[config.mk]
export PLATFORM = sky130hd
export DESIGN_NAME = csa_acc_seq
export DESIGN_NICKNAME = d
export VERILOG_FILES = /design/src/rtl/math_pkg.sv /design/src/rtl/csa_row.sv /design/src/rtl/csa_acc_seq.sv
export SDC_FILE = /design/constraint.sdc
export NUM_CORES = 1
export LEC_CHECK = 0
export CAP_MARGIN = 20
export CELL_PAD_IN_SITES_DETAIL_PLACEMENT = 0
export CELL_PAD_IN_SITES_GLOBAL_PLACEMENT = 1
export CORE_ASPECT_RATIO = 0.8
export CORE_MARGIN = 3
export CORE_UTILIZATION = 30
export CTS_CLUSTER_DIAMETER = 50
export DETAILED_ROUTE_END_ITERATION = 16
export PLACE_DENSITY_LB_ADDON = 0.1
export SLEW_MARGIN = 25
export SYNTH_ARGS = -nofsm -noshare
export SYNTH_HDL_FRONTEND = slang
export SYNTH_SLANG_ARGS = --single-unit
[constraint.sdc]
create_clock -name clk_i -period 2.7 [get_ports clk_i]
set_input_delay 0.81 -clock clk_i [delete_from_list [all_inputs] [get_ports clk_i]]
set_output_delay 0.81 -clock clk_i [all_outputs]
set_load 0.05 [all_outputs]
[src/rtl/math_pkg.sv]
`default_nettype none
// ============================================================================
// Module      : math_pkg
// Description : Shared 3:2 compressor primitive and accumulator state type.
// Revision    : 1.0 - initial release
// ============================================================================
package math_pkg;

    typedef enum logic [1:0] {
        ACC     = 2'd0,
        RESOLVE = 2'd1,
        DONE    = 2'd2
    } csa_acc_state_e;

    // Returns {carry, sum} for one bit position of a full adder.
    function automatic logic [1:0] compressor32(input logic a, input logic b, input logic c);
        logic w_x;
        w_x = a ^ b;
        return {(a & b) | (w_x & c), w_x ^ c};
    endfunction

endpackage
`default_nettype wire

[src/rtl/csa_row.sv]
`default_nettype none
// ============================================================================
// Module      : csa_row
// Description : Combinational DW-wide row of 3:2 compressors, carry pre-shifted.
// Revision    : 1.0 - initial release
// ============================================================================
module csa_row
    import math_pkg::*;
#(
    parameter int DW = 16
) (
    input  logic [DW-1:0] i_a,
    input  logic [DW-1:0] i_b,
    input  logic [DW-1:0] i_c,
    output logic [DW-1:0] o_sum,
    output logic [DW-1:0] o_carry
);

    assign o_carry[0] = 1'b0;

    generate
        for (genvar g = 0; g < DW; g++) begin : g_bit
            if (g < DW - 1) begin : g_body
                assign {o_carry[g+1], o_sum[g]} = compressor32(i_a[g], i_b[g], i_c[g]);
            end else begin : g_msb
                // The MSB carry falls off the modulo-2^DW word, so only its sum is built.
                assign o_sum[g] = i_a[g] ^ i_b[g] ^ i_c[g];
            end
        end
    endgenerate

endmodule
`default_nettype wire

[src/rtl/csa_acc_seq.sv]
`default_nettype none
// ============================================================================
// Module      : csa_acc_seq
// Description : Sequential carry-save multi-operand accumulator with iterative resolve.
// Revision    : 1.0 - initial release
// ============================================================================
module csa_acc_seq
    import math_pkg::*;
#(
    parameter int DW = 16,
    parameter int CW = 8
) (
    input  logic          clk_i,
    input  logic          rst_ni,
    input  logic          in_valid_i,
    output logic          in_ready_o,
    input  logic [DW-1:0] in_data_i,
    input  logic          in_last_i,
    output logic          out_valid_o,
    input  logic          out_ready_i,
    output logic [DW-1:0] out_sum_o,
    output logic [CW-1:0] out_cnt_o,
    output logic          busy_o
);

    localparam logic [CW-1:0] c_CNT_MAX = '1;

    csa_acc_state_e r_state;
    logic [DW-1:0]  r_s;
    logic [DW-1:0]  r_c;
    logic [CW-1:0]  r_cnt;

    logic [DW-1:0]  w_third;
    logic [DW-1:0]  w_sum;
    logic [DW-1:0]  w_carry;

    // With the third input zeroed the row degenerates to a half-adder step.
    assign w_third = (r_state == ACC) ? in_data_i : '0;

    csa_row #(
        .DW (DW)
    ) u_row (
        .i_a     (r_s),
        .i_b     (r_c),
        .i_c     (w_third),
        .o_sum   (w_sum),
        .o_carry (w_carry)
    );

    always_ff @(posedge clk_i or negedge rst_ni) begin
        if (!rst_ni) begin
            r_state <= ACC;
            r_s     <= '0;
            r_c     <= '0;
            r_cnt   <= '0;
        end else begin
            case (r_state)
                ACC: begin
                    if (in_valid_i) begin
                        r_s   <= w_sum;
                        r_c   <= w_carry;
                        r_cnt <= (r_cnt == c_CNT_MAX) ? r_cnt : r_cnt + 1'b1;
                        if (in_last_i) begin
                            r_state <= RESOLVE;
                        end
                    end
                end
                RESOLVE: begin
                    if (r_c == '0) begin
                        r_state <= DONE;
                    end else begin
                        r_s <= w_sum;
                        r_c <= w_carry;
                    end
                end
                DONE: begin
                    if (out_ready_i) begin
                        r_s     <= '0;
                        r_c     <= '0;
                        r_cnt   <= '0;
                        r_state <= ACC;
                    end
                end
                default: begin
                    r_state <= ACC;
                end
            endcase
        end
    end

    assign in_ready_o  = (r_state == ACC);
    assign out_valid_o = (r_state == DONE);
    assign out_sum_o   = r_s;
    assign out_cnt_o   = r_cnt;
    assign busy_o      = (r_state != ACC) || (r_cnt != '0);

endmodule
`default_nettype wire

==> results.py, run 1 <==
metrics = {
    "run_status": {
        "status": "finished clean",
    },
    "sta": {
        "setup-tns-final_ns": 0,
        "final-setup-viol-count": 0,
        "rsz0062_at_grt": "false",
        "period_minus_slack_ns": 2.42,
        "final_hold_viol_count": 0,
        "worst_pin_slew_ns": 0.502,
        "fmax_mhz": 414,
        "slew_viol_final": 0,
        "fin_crit_sh_pct": 89.5,
        "skew_ns": 0.00937,
        "max_slew_margin_pct": 66.4,
    },
    "job": {
        "drv_cap": 0,
    },
    "floorplanning": {
        "die-area_um2": 9170,
        "fp.coreArea_um2": 7600,
        "io_pins": 48,
        "initial_core_util_pct": 31.8,
        "die_h_um": 86.3,
        "core.rowCount": 28,
        "die_w_um": 106,
    },
    "place": {
        "dp.cells": 393,
        "gp_congestion": 0.717,
        "dp_hpwl_um": 3990,
        "numPortBuffers": 47,
    },
    "setup_path": {
        "endpoint_kind": "output port",
        "r2r_start": "r_c[8]$_DFFE_PN0P_",
        "path_cells": "clkdlybuf4s50_1",
        "worstSetupStartpointType": "flip-flop",
        "endpoint": "out_cnt_o[2]",
        "cp.arrival_ns": 1.61,
        "crit_buf_inv": 1,
        "r2r_setup_slack_ns": 0.69,
        "required_ns": 1.89,
        "r2r_cells": 5,
        "crit_type": "flip-flop to output port",
        "slowest_delay_ns": 0.85,
        "cp_num_cells": 1,
        "cp_top_family": "buffers and inverters",
        "critPathLaunch": "out_cnt_o[2]$_DFFE_PN0P_",
        "path_max_fanout": 8,
        "slowest_stage": "clkdlybuf4s50_1",
        "reg2reg_to": "out_sum_o[14]$_DFFE_PN0P_",
    },
    "grt": {
        "grt_use_met2_pct": 18.7,
        "antenna_found_initial": 0,
        "grt_pass1_vias": 1808,
        "grt_max_degree": 25,
        "grt_use_met1_pct": 19.1,
        "grt_busiest_layer": "met1",
        "grt_overflow": 0,
        "grt_pass1_wl_um": 9270,
        "use_met3_pct": 2.98,
        "gr-usage-all-layers_pct": 12.8,
    },
    "synthesis": {
        "syn-cell-area_um2": 2420,
        "synth_top_area_share_pct": 42.5,
        "ys_seq_elements": 41,
        "ys_warn_count": 0,
        "synthCells": 241,
        "synth_cell_type_count": 35,
        "syn_avg_cell_area_um2": 10.0,
        "syn_nets": 279,
        "yosys-top-cells-area": "dfrtp_1 42%, fa_1 12%, mux2i_1 7.0%, mux2_2 6.5%, inv_1 5.1%",
        "synth_largest_area_cell": "dfrtp_1",
        "synth-seq-area-share_pct": 42.5,
    },
    "clock_network": {
        "holdBufCountCts": 0,
        "clk_latency_ns": 0.29,
        "cts.repair.resized": 0,
        "cts-root-buf": "clkbuf_8",
        "cts_setup_buffers": 0,
        "htreeDepth": 2,
        "clockBufferDepth": 2,
        "path_clk_slew_ns": 0.08,
        "clock_sinks": 41,
        "cts_tree": "done",
        "cts_buffers": 5,
    },
    "cells_and_area": {
        "fin_nets": 333,
        "stdcell_count": 401,
        "drive_gt1_share_pct": 11.8,
        "n_antenna_cell": 0,
        "area_growth_pct": 30.8,
    },
    "routing": {
        "drt_iter0_drc": 37,
        "ant_nets": 0,
        "wl_per_cell_um": 13.5,
        "routed-via-count": 1782,
        "vias_per_cell": 4.44,
        "drc": 0,
        "firstDrtPassIters": 4,
        "drt-total-wl_um": 5410,
    },
    "power_and_ir_drop": {
        "p_leak_uw": 0.00141,
        "p_per_area_nw_per_um2": 1360,
        "vdd_ir_drop_max_mv": 0.501,
    },
    "min_path": {
        "hold_class": "input port to asynchronous set/reset pin",
    },
}
-- Yosys cell counts (all sizes together) --
cell and count:
nor3 4, a21o 2, nand3 3, or3b 1, fa 14, clkbuf 4, a21oi 5, a2111oi 1
mux2i 17, inv 33, nor3b 2, nor4 3, and3 4, o31ai 3, a211o 2, o211a 1
nor2 22, a311o 1, o211ai 1, buf 6, nand4 1, nand2 29, nor4b 3, and2 9
mux2 14, o21bai 1, nand2b 1, o21ai 6, clkinv 1, nor4bb 1, or4 1, ha 3
dfrtp 41, or3 1
-- final cells by class --
type,instances,area [um2]
sequential,41,1030
inverter,34,128
multi-input combinational,156,1220
clock buffer,8,80.1
timing repair buffer,57,571
tap,105,131
fill,770,4440
-- metal layers --
layer  vias to the layer above  part of all wire [%]
met4                         0                  0.81
met1                       847                    52
met5                         -                     0
li1                        898                     -
met2                        32                    43
met3                         5                   3.8
-- metrics by stage --
| step | area, um2 | setup slack, ns | total power (uW) | util (%) | hold WS [ns] |
|---|---|---|---|---|---|
| 2_1_floorplan | 2420 | 0.280 | 3090 | - | 0.502 |
| 3_3_place_gp | 3080 | 0.202 | 3940 | 40.5 | 0.522 |
| 3_5_place_dp | 3080 | 0.171 | 3960 | 40.5 | 0.524 |
| 4_1_cts | 3160 | 0.263 | 4380 | 41.6 | 0.486 |
| 5_1_grt | 3160 | 0.191 | 4670 | 41.6 | 0.497 |
| 6_report | 3160 | 0.283 | 4290 | 41.6 | 0.478 |
-- worst min path at each step --
stage	end	depth (start not counted)	slack, ns	startpoint
after floorplan	r_c[6]$_DFFE_PN0P_	1	0.50	r_c[6]$_DFFE_PN0P_
after global placement	r_c[6]$_DFFE_PN0P_	1	0.52	r_c[6]$_DFFE_PN0P_
after detailed placement	out_sum_o[5]$_DFFE_PN0P_	1	0.52	out_sum_o[5]$_DFFE_PN0P_
after CTS	out_sum_o[8]$_DFFE_PN0P_	1	0.49	rst_ni
after global routing	out_sum_o[7]$_DFFE_PN0P_	1	0.50	rst_ni
final	out_sum_o[8]$_DFFE_PN0P_	1	0.48	rst_ni
-- logic make-up after synthesis --
| family | share of synthesized area (%) |
|---|---|
| compound gates | 6.37 |
| fa+ha+maj | 13.2 |
| buf+inv | 7.35 |
| flops | 42.5 |
| mux | 13.6 |
| simple gates | 17.1 |
-- power breakdown --
part / internal, uW / switching [uW]
logic: 1160 / 1560
registers: 901 / 270
clock network: 184 / 209
-- sequential cells by signal, indices dropped and copies added (netlist names) --
signal     flops
out_sum_o     16
r_c           15
out_cnt_o      8
r_state        2
-- layout by cell type, fill, tap and decap left out, types with 9 or more instances in the layout --
| cell | instances |
|---|---|
| nor2_1 | 22 |
| mux2i_1 | 17 |
| and2_1 | 9 |
| dfrtp_1 | 41 |
| fa_1 | 14 |
| clkdlybuf4s50_1 | 43 |
| mux2_2 | 14 |
| nand2_1 | 29 |
| inv_1 | 33 |
| buf_4 | 10 |
Note: power is estimated with default switching activity, not from simulation.
==> run 2: changes to the inputs <==
Settings changed: ABC_AREA set to 1, GPL_ROUTABILITY_DRIVEN set to 0.
==> run 2 against run 1 <==
Net effect: design area increased by 3.4%; count of clock-buffer cells in the layout decreased by 1; area after synthesis increased by 6.1%; first-iteration DRC count increased by 65%; clock skew decreased by 0.0017 ns; fmax increased by 1.2%; wire length increased by 18%; critical path type unchanged.
==> results.py, run 2 <==
metrics = {
    "run_status": {
        "status": "finished clean",
    },
    "clock_network": {
        "path_clk_slew_ns": 0.08,
        "cts.repair.resized": 0,
        "cts_tree": "done",
        "clk_latency_ns": 0.29,
        "cts_buffers": 5,
        "cts-root-buf": "clkbuf_8",
        "clock_sinks": 41,
        "clockBufferDepth": 2,
        "cts_setup_buffers": 0,
        "holdBufCountCts": 0,
        "htreeDepth": 2,
    },
    "grt": {
        "grt_pass1_wl_um": 10900,
        "gr-usage-all-layers_pct": 14.5,
        "grt_pass1_vias": 2180,
        "antenna_found_initial": 0,
        "grt_max_degree": 42,
        "grt_overflow": 0,
    },
    "routing": {
        "drc": 0,
        "ant_nets": 0,
        "drt_iter0_drc": 61,
        "firstDrtPassIters": 4,
        "vias_per_cell": 4.30,
        "routed-via-count": 2172,
        "wl_per_cell_um": 12.7,
        "drt-total-wl_um": 6400,
    },
    "floorplanning": {
        "die_w_um": 109,
        "fp.coreArea_um2": 8130,
        "die_h_um": 88.7,
        "die-area_um2": 9700,
        "core.rowCount": 29,
        "io_pins": 48,
        "initial_core_util_pct": 31.5,
    },
    "setup_path": {
        "r2r_cells": 9,
        "r2r_start": "r_state[0]$_DFFE_PN0P_",
        "required_ns": 1.89,
        "path_max_fanout": 6,
        "path_cells": "clkdlybuf4s50_1",
        "r2r_setup_slack_ns": 0.95,
        "endpoint_kind": "output port",
        "slowest_delay_ns": 0.84,
        "crit_type": "flip-flop to output port",
        "worstSetupStartpointType": "flip-flop",
        "crit_buf_inv": 1,
        "slowest_stage": "clkdlybuf4s50_1",
        "critPathLaunch": "out_cnt_o[2]$_DFFE_PN0P_",
        "cp_top_family": "buffers and inverters",
        "cp.arrival_ns": 1.58,
        "cp_num_cells": 1,
    },
    "min_path": {
        "min-delay-start": "out_sum_o[1]$_DFFE_PN0P_",
        "hold_depth": 2,
        "hold_class": "flip-flop to flip-flop",
    },
    "synthesis": {
        "ys_warn_count": 0,
        "synth_edf_count": 0,
        "syn_nets": 385,
        "yosys-top-cells-area": "dfrtp_1 40%, nand2_1 15%, fa_1 11%, nor2_1 8.3%, inv_1 7.6%",
        "synth_top_area_share_pct": 40.0,
        "ys_top_cells_by_count": "104 x nand2_1, 57 x nor2_1, 52 x inv_1",
        "synth_cell_type_count": 27,
        "synth_largest_area_cell": "dfrtp_1",
        "syn-cell-area_um2": 2560,
        "yosysMostFrequentCell": "nand2_1",
        "synthCells": 347,
        "synth-seq-area-share_pct": 40.0,
        "async_reset_ff_share_pct": 100,
        "synthFlopType": "dfrtp_1",
        "syn_avg_cell_area_um2": 7.39,
        "ys_seq_elements": 41,
    },
    "sta": {
        "skew_ns": 0.00767,
        "whs_ns": 0.536,
        "fin_ws_ns": 0.312,
        "period_minus_slack_ns": 2.39,
        "max_slew_margin_pct": 62.5,
        "final_hold_viol_count": 0,
        "fin_crit_sh_pct": 88.5,
        "fmax_mhz": 419,
        "rsz0062_at_grt": "false",
        "final-setup-viol-count": 0,
        "slew_viol_final": 0,
        "worst_pin_slew_ns": 0.563,
        "setup-tns-final_ns": 0,
    },
    "cells_and_area": {
        "fin_area_um2": 3270,
        "drive_gt1_share_pct": 7.05,
        "fin_nets": 434,
        "final_common_cell": "nand2_1",
        "largest_reg_flops": 16,
        "n_antenna_cell": 0,
        "area_growth_pct": 27.5,
        "final_cell_mix": "104 x nand2_1, 57 x nor2_1, 52 x inv_1",
        "regArea_um2": 1030,
        "multi_input_area_um2": 1250,
        "fillers": 879,
    },
    "place": {
        "place_ws_ns": 0.508,
        "numPortBuffers": 47,
        "placed_area_um2": 3170,
        "dp_hpwl_um": 4460,
    },
    "job": {
        "drv_cap": 0,
    },
}
==> run 2: worst reg2reg max path, cell delays in order, from the launching register on <==
cell and delay (ns):
dfrtp_1 0.43, nor2_2 0.16, clkinv_1 0.10, buf_4 0.19
nor2_1 0.13, fa_1 0.42, inv_1 0.06, nor2_1 0.04
nand2_1 0.07, nand2_1 0.05
==> run 2: logic make-up (layout without fill, tap and decap cells) <==
family / after synthesis / count (layout) / share of synthesized area [%]
and+or+nand+nor: 208 / 208 / 33.5
buffers and inverters: 68 / 118 / 11.1
DFF: 41 / 41 / 40.0
adders and majority gates: 17 / 17 / 12.4
AOI/OAI and AO/OA: 11 / 11 / 2.24
xor gates and xnor gates: 2 / 2 / 0.683
==> run 2: stage by stage <==
step           util [%]  std cells
2_1_floorplan         -        347
4_1_cts            40.2        505
3_5_place_dp       39.0        497
5_1_grt            40.2        505
3_3_place_gp       39.0        497
6_report           40.2        505
==> run 2: layout make-up <==
cell class	instances	area share, %
timing repair buffer	56	16.8
tap	108	4.13
multi-input combinational	238	38.3
clock buffer	7	2.95
inverter	54	6.20
sequential	41	31.4
clock inverter	1	0.153
==> run 2: final timing paths <==
| check | end |
|---|---|
| max | out_cnt_o[2] |
| min | out_sum_o[1]$_DFFE_PN0P_ |
| max reg2reg | out_sum_o[9]$_DFFE_PN0P_ |
| min reg2reg | out_sum_o[1]$_DFFE_PN0P_ |
| max in group asynchronous | out_cnt_o[6]$_DFFE_PN0P_ |
| min in group asynchronous | out_sum_o[2]$_DFFE_PN0P_ |
==> run 2: per-layer routing <==
metal | wire (um) | global-route usage (%) | up-vias
li1 | - | - | 1137
met2 | 2880 | 23.5 | 29
met5 | 0 | 0 | -
met4 | 31 | 2.72 | 0
met3 | 224 | 2.63 | 2
met1 | 3260 | 20.6 | 1004
Power of run 2 is not shown: default switching activity piles up to over one toggle a cycle in this logic, so the estimate is an artifact.
